## config.mk

```make
export PLATFORM = sky130hd
export DESIGN_NAME = crc_stream_engine_flat
export DESIGN_NICKNAME = d
export VERILOG_FILES = /design/src/rtl/crc_stream_engine_if.sv /design/src/rtl/crc_stream_engine.sv /design/src/flat_wrapper.sv
export SDC_FILE = /design/constraint.sdc
export NUM_CORES = 1
export LEC_CHECK = 0
export ABC_AREA = 0
export ABC_CLOCK_PERIOD_IN_PS = 1500
export CORE_UTILIZATION = 37
export CTS_BUF_LIST = sky130_fd_sc_hd__clkbuf_16
export CTS_CLUSTER_SIZE = 20
export DETAILED_ROUTE_END_ITERATION = 8
export GPL_TIMING_DRIVEN = 0
export MAX_ROUTING_LAYER = met4
export PLACE_DENSITY = 0.63
export SYNTH_ARGS = -nofsm -noshare
export SYNTH_HDL_FRONTEND = slang
export SYNTH_SLANG_ARGS = --single-unit
```

## constraint.sdc

```tcl
create_clock -name clk -period 1.5 [get_ports clk]
set_input_delay 0.3 -clock clk [delete_from_list [all_inputs] [get_ports clk]]
set_output_delay 0.3 -clock clk [all_outputs]
set_load 0.01 [all_outputs]
```

## src/rtl/crc_stream_engine_if.sv

```systemverilog
// Request/result bundle for crc_stream_engine.
// The producer side (frame packer / deframer) uses the master modport and
// the engine uses the slave modport.
interface crc_stream_engine_if #(
    parameter int DATAWIDTH = 10,
    parameter int CRCWIDTH  = 4
) ();
    logic                 in_valid;
    logic                 in_ready;
    logic                 mode;
    logic [DATAWIDTH-1:0] datain;
    logic [CRCWIDTH-1:0]  crcin;
    logic [CRCWIDTH:0]    genPoly;
    logic                 out_valid;
    logic                 out_ready;
    logic [CRCWIDTH-1:0]  crcSeq;
    logic                 crc_ok;

    modport master (
        output in_valid, mode, datain, crcin, genPoly, out_ready,
        input  in_ready, out_valid, crcSeq, crc_ok
    );

    modport slave (
        input  in_valid, mode, datain, crcin, genPoly, out_ready,
        output in_ready, out_valid, crcSeq, crc_ok
    );
endinterface

```

## src/rtl/crc_stream_engine.sv

```systemverilog
// Multi-bit-per-cycle CRC engine with a runtime generator polynomial.
// Divides a DATAWIDTH-bit message (MSB first, augmented with CRCWIDTH zeros)
// by the generator, BPC bits per clock, and either returns the CRC (ENCODE)
// or compares it against a received CRC (CHECK).
module crc_stream_engine #(
    parameter int                  DATAWIDTH = 10,
    parameter int                  CRCWIDTH  = 4,
    parameter int                  BPC       = 1,
    parameter logic [CRCWIDTH-1:0] INIT      = '0,
    parameter logic [CRCWIDTH-1:0] XOROUT    = '0
) (
    input  logic                 clk,
    input  logic                 reset,
    crc_stream_engine_if.slave   bus
);
    localparam int NCYC = DATAWIDTH / BPC;
    localparam int CNTW = $clog2(NCYC + 1);
    localparam logic [CNTW-1:0] CNT_LAST = CNTW'(NCYC - 1);

    // Reject parameter sets the datapath cannot represent.
    if (BPC < 1 || BPC > DATAWIDTH) begin : g_bad_bpc_range
        $error("crc_stream_engine: BPC must be in 1..DATAWIDTH");
    end
    if ((DATAWIDTH % BPC) != 0) begin : g_bad_bpc_div
        $error("crc_stream_engine: DATAWIDTH must be a multiple of BPC");
    end
    if (CRCWIDTH < 2 || CRCWIDTH > 32) begin : g_bad_crcwidth
        $error("crc_stream_engine: CRCWIDTH must be in 2..32");
    end
    if (DATAWIDTH < CRCWIDTH) begin : g_bad_datawidth
        $error("crc_stream_engine: DATAWIDTH must be at least CRCWIDTH");
    end

    typedef enum logic [1:0] {
        ST_IDLE  = 2'd0,
        ST_SHIFT = 2'd1,
        ST_DONE  = 2'd2
    } state_t;

    state_t               state_q,     state_d;
    logic [CNTW-1:0]      cnt_q,       cnt_d;
    logic [CRCWIDTH-1:0]  crc_q,       crc_d;
    logic [DATAWIDTH-1:0] shift_q,     shift_d;
    logic [CRCWIDTH-1:0]  poly_q,      poly_d;
    logic [CRCWIDTH-1:0]  crcin_q,     crcin_d;
    logic                 mode_q,      mode_d;
    logic                 in_ready_q,  in_ready_d;
    logic                 out_valid_q, out_valid_d;
    logic [CRCWIDTH-1:0]  crc_seq_q,   crc_seq_d;
    logic                 crc_ok_q,    crc_ok_d;

    logic [CRCWIDTH-1:0]  crc_step;
    logic [DATAWIDTH-1:0] shift_step;
    logic                 fb;

    // The implicit x^CRCWIDTH term of the generator is never stored.
    logic unused_poly_msb;
    assign unused_poly_msb = bus.genPoly[CRCWIDTH];

    // BPC unrolled single-bit division steps. The shift register refills with
    // zeros, which supplies the CRCWIDTH augmenting zeros after the message.
    always_comb begin
        crc_step   = crc_q;
        shift_step = shift_q;
        fb         = 1'b0;
        for (int i = 0; i < BPC; i++) begin
            fb         = crc_step[CRCWIDTH-1];
            crc_step   = {crc_step[CRCWIDTH-2:0], shift_step[DATAWIDTH-1]}
                         ^ (fb ? poly_q : '0);
            shift_step = shift_step << 1;
        end
    end

    // Next-state and next-output logic for the IDLE -> SHIFT -> DONE sequence.
    always_comb begin
        state_d     = state_q;
        cnt_d       = cnt_q;
        crc_d       = crc_q;
        shift_d     = shift_q;
        poly_d      = poly_q;
        crcin_d     = crcin_q;
        mode_d      = mode_q;
        in_ready_d  = in_ready_q;
        out_valid_d = out_valid_q;
        crc_seq_d   = crc_seq_q;
        crc_ok_d    = crc_ok_q;
        case (state_q)
            ST_IDLE: begin
                if (bus.in_valid) begin
                    mode_d     = bus.mode;
                    crcin_d    = bus.crcin;
                    poly_d     = bus.genPoly[CRCWIDTH-1:0];
                    crc_d      = bus.datain[DATAWIDTH-1 -: CRCWIDTH] ^ INIT;
                    shift_d    = bus.datain << CRCWIDTH;
                    cnt_d      = '0;
                    in_ready_d = 1'b0;
                    state_d    = ST_SHIFT;
                end
            end
            ST_SHIFT: begin
                crc_d   = crc_step;
                shift_d = shift_step;
                cnt_d   = cnt_q + 1'b1;
                if (cnt_q == CNT_LAST) begin
                    state_d     = ST_DONE;
                    out_valid_d = 1'b1;
                    crc_seq_d   = crc_step ^ XOROUT;
                    crc_ok_d    = mode_q & ((crc_step ^ XOROUT) == crcin_q);
                end
            end
            ST_DONE: begin
                if (bus.out_ready) begin
                    state_d     = ST_IDLE;
                    out_valid_d = 1'b0;
                    in_ready_d  = 1'b1;
                end
            end
            default: begin
                state_d     = ST_IDLE;
                out_valid_d = 1'b0;
                in_ready_d  = 1'b1;
            end
        endcase
    end

    // State and registered outputs; reset aborts any request in flight.
    always_ff @(posedge clk or posedge reset) begin
        if (reset) begin
            state_q     <= ST_IDLE;
            cnt_q       <= '0;
            crc_q       <= '0;
            shift_q     <= '0;
            poly_q      <= '0;
            crcin_q     <= '0;
            mode_q      <= 1'b0;
            in_ready_q  <= 1'b1;
            out_valid_q <= 1'b0;
            crc_seq_q   <= '0;
            crc_ok_q    <= 1'b0;
        end else begin
            state_q     <= state_d;
            cnt_q       <= cnt_d;
            crc_q       <= crc_d;
            shift_q     <= shift_d;
            poly_q      <= poly_d;
            crcin_q     <= crcin_d;
            mode_q      <= mode_d;
            in_ready_q  <= in_ready_d;
            out_valid_q <= out_valid_d;
            crc_seq_q   <= crc_seq_d;
            crc_ok_q    <= crc_ok_d;
        end
    end

    assign bus.in_ready  = in_ready_q;
    assign bus.out_valid = out_valid_q;
    assign bus.crcSeq    = crc_seq_q;
    assign bus.crc_ok    = crc_ok_q;
endmodule
```

## src/flat_wrapper.sv

```systemverilog
// flat-port wrapper written by rule: the top's interface ports become plain ports
module crc_stream_engine_flat 
#(
    parameter int                  DATAWIDTH = 10,
    parameter int                  CRCWIDTH  = 4,
    parameter int                  BPC       = 1,
    parameter logic [CRCWIDTH-1:0] INIT      = '0,
    parameter logic [CRCWIDTH-1:0] XOROUT    = '0
)
  (clk, reset, bus_in_valid, bus_mode, bus_datain, bus_crcin, bus_genPoly, bus_out_ready, bus_in_ready, bus_out_valid, bus_crcSeq, bus_crc_ok);
  crc_stream_engine_if #(.DATAWIDTH(DATAWIDTH), .CRCWIDTH(CRCWIDTH)) bus_i ();
  input  logic clk;
  input  logic reset;
  input wire logic [$bits(bus_i.in_valid)-1:0] bus_in_valid;
  input wire logic [$bits(bus_i.mode)-1:0] bus_mode;
  input wire logic [$bits(bus_i.datain)-1:0] bus_datain;
  input wire logic [$bits(bus_i.crcin)-1:0] bus_crcin;
  input wire logic [$bits(bus_i.genPoly)-1:0] bus_genPoly;
  input wire logic [$bits(bus_i.out_ready)-1:0] bus_out_ready;
  output wire logic [$bits(bus_i.in_ready)-1:0] bus_in_ready;
  output wire logic [$bits(bus_i.out_valid)-1:0] bus_out_valid;
  output wire logic [$bits(bus_i.crcSeq)-1:0] bus_crcSeq;
  output wire logic [$bits(bus_i.crc_ok)-1:0] bus_crc_ok;
  assign bus_i.in_valid = bus_in_valid;
  assign bus_i.mode = bus_mode;
  assign bus_i.datain = bus_datain;
  assign bus_i.crcin = bus_crcin;
  assign bus_i.genPoly = bus_genPoly;
  assign bus_i.out_ready = bus_out_ready;
  assign bus_in_ready = bus_i.in_ready;
  assign bus_out_valid = bus_i.out_valid;
  assign bus_crcSeq = bus_i.crcSeq;
  assign bus_crc_ok = bus_i.crc_ok;
  crc_stream_engine #(.DATAWIDTH(DATAWIDTH), .CRCWIDTH(CRCWIDTH), .BPC(BPC), .INIT(INIT), .XOROUT(XOROUT)) u_core (.clk(clk), .reset(reset), .bus(bus_i));
endmodule
```

==> summary.txt, run 1 <==
Logic synthesis
  – Synthesized area: 1610 sq um
  – FFs w/ async S/R, synth: 1.00
  – #FFs+latches synth: 32
  – Synth Instances: 146
  – Synth Warn #: 0
  – Top FF cell, synth: dfrtp_1
  – Number of library cell types mapped by synthesis: 32
  – Register area share after synthesis: 0.497
  – Post-synth top area share: 0.481
  – Number of synthesized flops with an enable pin: 0
  – Syn avg cell area: 11.0 sq um
  – Synth top area cells: dfrtp_1 (48%), mux2_4 (7.4%), o21ai_0 (5.0%)
  – Cell with the most instances after synthesis: dfrtp_1
  – Syn_nets: 172
  – Post-synth top area cell: dfrtp_1
  – Synth top cells by count: dfrtp_1 (31), o21ai_0 (16), a21oi_1 (12), nand2_1 (12)

GRT
  – First-pass GRT wire length: 6070 um
  – GRT overflow: 0
  – Initial antenna violation count: 0
  – Met3 usage: 0.0450
  – Met2 Use GR: 0.301
  – Total track usage: 0.190
  – Met1 GRT Util: 0.224
  – Largest net degree at the start of global routing: 33
  – Global routing's busiest layer: met2
  – Vias in the first global route: 1283

STA
  – RSZ-0062 raised after global routing: yes
  – WHS: 234 ps
  – Final min period: 1490 ps
  – Crit share post-route: 0.992
  – Final slew viol count: 0
  – Final Hold Viols: 0
  – Fin Setup TNS: 0 ps
  – Worst slew pin tran: 482 ps
  – PnR worst setup slack: 12.6 ps
  – Count of final setup violators: 0
  – Final Skew: 2.94 ps
  – Peak Freq: 672 MHz
  – Slew Limit Headroom: 0.678

Final layout
  – ANT cells: 0
  – Layout area overhead: 38.2%
  – Post-route insts no fill: 244
  – Fillers: 361
  – Layout net count: 219
  – Final Instance Area: 2230 sq um
  – Layout cell share with drive strength beyond 1: 0.186

Routing
  – Drt first pass iters: 4
  – Via/cell ratio: 5.03
  – Final antenna-violating net count: 0
  – Routed WL: 3670 um
  – DRC: 0
  – Initial DRC Count: 75
  – Via count: 1228
  – DR WL/cell: 15.0 um

Outcome
  – Status: finished, final reports clean

Critical path
  – Worst r2r src: u_core.state_q[1]
  – Crit-path max FO: 8
  – WP data arrival: 1650 ps
  – Startpoint types: register
  – Worst r2r path cells: 6
  – Worst Setup End Kind: register
  – R2R setup slack: 10 ps
  – Kind of critical path: reg2reg
  – Critical path origin: u_core.state_q[1]
  – FF-to-FF End: u_core.crcin_q[0]
  – Worst path required time: 1660 ps

CTS
  – CTS root buffer: clkbuf_16
  – Clk slew on worst S/H paths: 50 ps
  – CTS tree: yes
  – Clock Sinks: 32
  – Clock Path Buffers: 2
  – Cts hold-fix bufs: 0
  – Worst-Skew Late Latency: 270 ps
  – H-tree Lvls: 2
  – Total CTS buffers: 5

Place
  – Placed cells: 225
  – GPL Wtd Cong: 0.744
  – Hpwl dp: 2460 um
  – Worst slack, placed: -382 ps
  – PortBufs: 29
  – Post-DP Area: 1970 sq um

Pwr
  – Pwr per Cell Area: 1930 nW/um^2
  – LEAKAGE: 1.02 nW
  – Max IR drop VDD: 910 uV

Die
  – Die Ht: 68.0 um
  – I/O Pins: 31
  – Row cnt: 23
  – Die ar.: 4630 sq um
  – Die Wd: 68.0 um
  – Core Area: 4090 sq um
  – Initial cell density of the core: 0.395

Job
  – # Max-Cap Violations: 0

Worst hold path
  – Worst Hold Class: in2async
how the worst max path moves through the flow:
stage                             end  depth (start not counted)
floorplan           u_core.crcin_q[0]                          6
global placement    u_core.crcin_q[1]                          6
detailed placement  u_core.crcin_q[3]                          6
CTS                  u_core.poly_q[1]                          6
global route            u_core.mode_q                          7
finish              u_core.crcin_q[0]                          6
flip-flops by register name (all words and copies together), names as in the netlist:
register              count
u_core.state_q            2
u_core.cnt_q              4
u_core.bus.crcSeq         4
u_core.crcin_q            4
u_core.mode_q             1
u_core.bus.out_valid      1
u_core.bus.in_ready       1
u_core.poly_q             4
u_core.shift_q            6
u_core.crc_q              4
u_core.bus.crc_ok         1
per-layer routing:
metal	share of wire	vias to the layer above
li1	-	599
met1	0.42	606
met2	0.54	21
met3	0.032	2
met4	0.0063	0
met5	0	-
final cells by class:
cell class | count | area [sq um] | share of cell area
inverter | 4 | 15.0 | 0.00673
buffer | 7 | 53.8 | 0.0241
clock inverter | 3 | 11.3 | 0.00505
clock buffer | 5 | 125 | 0.0561
timing repair buffer | 40 | 413 | 0.185
tap | 50 | 62.6 | 0.0281
sequential | 32 | 802 | 0.360
multi-input combinational | 103 | 747 | 0.335
cells in the final DEF, fill, tap and decap left out, types with 7 or more instances in the layout:
cell	synthesis	layout
dfrtp_1	31	31
clkdlybuf4s50_1	0	25
o21ai_0	16	16
nand2_1	12	12
a21oi_1	12	12
buf_4	0	9
mux2_4	8	8
nor2b_1	8	8
xor2_1	7	7
through the flow:
stage,util,total power [mW]
6_report,0.546,4.31
2_1_floorplan,-,2.73
3_5_place_dp,0.481,3.25
5_1_grt,0.546,4.63
3_3_place_gp,0.481,3.19
4_1_cts,0.528,4.29
cells by family (layout without fill, tap and decap cells):
kind of cell	Yosys count	in the layout	share of synthesized area
adder cells (fa/ha/maj)	2	2	0.0155
multiplexers	11	11	0.0954
buffers and inverters	11	59	0.0403
AND/OR/NAND/NOR	37	37	0.134
XOR/XNOR	11	11	0.0597
flip-flops	32	32	0.497
AO/OA/AOI/OAI	42	42	0.157
critical path, stage by stage (launching register included):
cell	delay (ps)
dfrtp_1	370
buf_6	130
nor2b_4	100
buf_6	90
nor2b_4	130
bufbuf_16	260
mux2_4	290
timing repair:
item | in CTS | in global routing
pin swaps | 0 | 1
setup endpoints to repair | 11 | 12
resized for setup | 3 | 3
cloned | 1 | 0
buffers inserted | 3 | 6
power by group:
part | internal (mW) | total, mW | switching (mW)
clock network | 0.595 | 0.932 | 0.337
logic | 1.01 | 1.80 | 0.785
registers | 1.26 | 1.57 | 0.317
total | 2.87 | 4.31 | 1.44
(Power assumes the default switching activity.)
==> run 2: changes to the inputs <==
Settings changed: ABC_CLOCK_PERIOD_IN_PS 1500 to 1300, PLACE_DENSITY 0.63 to 0.65.
Clock period 1.5 ns to 1.3 ns, I/O delays scaled along.
==> summary.txt, run 2 (synthesis results as in run 1) <==
Outcome
  – Status: finished, violations left
  – Failing checks: negative setup slack

Critical path
  – Kind of critical path: reg2reg
  – Startpoint types: register
  – Critical path origin: u_core.state_q[1]
  – WP data arrival: 1510 ps (-140 ps)
  – Worst r2r src: u_core.state_q[1]
  – Worst path required time: 1450 ps (-210 ps)
  – Crit-path max FO: 4 (-4)
  – Worst Setup End Kind: register

STA
  – Final slew viol count: 0 (unchanged)
  – Final min period: 1350 ps (-134 ps)
  – Fin Setup TNS: -401 ps (-401 ps)
  – Crit share post-route: 1.04 (+0.0498)
  – Worst slew pin tran: 666 ps (+183 ps)
  – Peak Freq: 739 MHz (+9.9%)
  – RSZ-0062 raised after global routing: yes
  – Count of final setup violators: 11 (+11)
  – Slew Limit Headroom: 0.555 (-0.123)
  – Final Hold Viols: 0 (unchanged)
  – PnR worst setup slack: -53.9 ps (-66.4 ps)
  – Final Skew: 2.98 ps (+0.0360 ps)

Final layout
  – Final Instance Area: 2240 sq um (+0.56%)
  – Biggest register: u_core.shift_q
  – Max reg flops: 6 (unchanged)
  – Fillers: 361 (unchanged)
  – Core Util, Final: 0.549 (+0.00306)
  – Layout net count: 218 (-0.46%)
  – Register area: 803 sq um (+0.16%)
  – Layout cell share with drive strength beyond 1: 0.259 (+0.0735)
  – Commonest non-fill, non-tap cells in the layout: dfrtp_1 (30), clkdlybuf4s50_1 (21), o21ai_0 (14)
  – Multi-input gate area: 793 sq um (+6.2%)
  – Commonest non-fill, non-tap cell in the layout: dfrtp_1
  – ANT cells: 0 (unchanged)
  – Layout area overhead: 39.0%

Routing
  – Via count: 1262 (+2.8%)
  – Final antenna-violating net count: 0 (unchanged)
  – Drt first pass iters: 4 (unchanged)
  – Initial DRC Count: 96 (+28%)
  – DRC: 0 (unchanged)
  – DR WL/cell: 15.1 um (+0.63%)
  – Via/cell ratio: 5.19 (+3.2%)
  – Routed WL: 3680 um (+0.22%)

Pwr
  – Comb pwr share: 0.429 (+0.011)
  – P_int: 3.33 mW (+16%)
  – Switching Power: 1.74 mW (+21%)
  – Clk network pwr share: 0.211 (-0.006)
  – LEAKAGE: 1.02 nW (about the same)
  – Pwr per Cell Area: 2260 nW/um^2 (+17%)
  – Seq pwr share: 0.360 (-0.006)
  – Max IR drop VDD: 806 uV (-12%)
  – Switching share of power: 0.343 (+0.00847)

Place
  – Hpwl dp: 2490 um (+1.1%)
  – Post-DP Area: 1970 sq um (+0.38%)
  – PortBufs: 29 (unchanged)
  – GPL Wtd Cong: 0.782 (+5.1%)
  – Worst slack, placed: -552 ps (-170 ps)

GRT
  – GRT overflow: 0 (unchanged)
  – Vias in the first global route: 1346 (+4.9%)
  – Total track usage: 0.202 (+0.0118)
  – Initial antenna violation count: 0 (unchanged)
  – First-pass GRT wire length: 6400 um (+5.5%)
  – Largest net degree at the start of global routing: 33 (unchanged)

Die
  – Die ar.: 4630 sq um (unchanged)
  – Die Wd: 68.0 um (unchanged)
  – Row cnt: 23 (unchanged)
  – Initial cell density of the core: 0.395 (unchanged)
  – I/O Pins: 31 (unchanged)
  – Die Ht: 68.0 um (unchanged)
  – Core Area: 4090 sq um (unchanged)

CTS
  – H-tree Lvls: 2 (unchanged)
  – CTS tree: yes
  – Clock Sinks: 32 (unchanged)
  – Worst-Skew Late Latency: 270 ps (about the same)
  – Clk slew on worst S/H paths: 50 ps (about the same)
  – Clock Path Buffers: 2 (unchanged)
  – Total CTS buffers: 5 (unchanged)
  – CTS root buffer: clkbuf_16

Job
  – # Max-Cap Violations: 0 (unchanged)

Worst hold path
  – Worst Hold Class: in2async
-- run 2: power by group through the flow --
stage	Clock (mW)	Sequential, mW	Combinational (mW)
4_1_cts	1.08	1.80	2.13
3_3_place_gp	0	1.81	1.89
3_5_place_dp	0	1.83	1.95
6_report	1.07	1.82	2.17
2_1_floorplan	0	1.77	1.40
5_1_grt	1.15	1.89	2.42
-- run 2: critical path, stage by stage (launching register included) --
cell and delay (ps):
dfrtp_2 440, nor2b_4 130, nor2b_4 210, clkbuf_16 170, mux2_4 290
-- run 2: area by class of cell --
cell class / instances / share of cell area
tap: 50 / 0.0279
buffer: 4 / 0.0145
multi-input combinational: 103 / 0.354
sequential: 32 / 0.358
timing repair buffer: 42 / 0.176
clock inverter: 3 / 0.00502
inverter: 4 / 0.00837
clock buffer: 5 / 0.0558
-- run 2: repair_timing --
action | 4_1_cts | 5_1_grt
gates resized for setup | 18 | 13
setup buffers | 11 | 1
endpoints found under the setup margin | 65 | 28
gates cloned | 1 | 0
hold buffers | 0 | 0
pin swaps | 0 | 1
-- run 2: metal layers --
| layer | routed length [um] | global-route usage | vias up |
|---|---|---|---|
| met3 | 125 | 0.0617 | 8 |
| met1 | 1620 | 0.232 | 625 |
| met4 | 46 | 0.0885 | 0 |
| li1 | - | - | 600 |
| met2 | 1890 | 0.322 | 29 |
| met5 | 0 | - | - |
-- run 2: path summary, 6_finish.rpt --
path                                   endpoint  slack [ps]  depth (start not counted)
min in group clk            u_core.bus.in_ready         460                          2
setup / recovery               u_core.poly_q[2]         -50                          4
max in group asynchronous     u_core.state_q[1]         450                          2
hold reg to reg             u_core.bus.in_ready         460                          2
hold / removal             u_core.bus.out_valid         440                          2
setup reg to reg               u_core.poly_q[2]         -50                          4
-- run 2: metrics by stage --
step / hold slack [ps] / cells / total power [mW]
floorplan: 375 / 146 / 3.17
global placement: 452 / 225 / 3.69
detailed placement: 461 / 225 / 3.78
CTS: 464 / 244 / 5.01
global route: 487 / 243 / 5.46
finish: 441 / 243 / 5.06
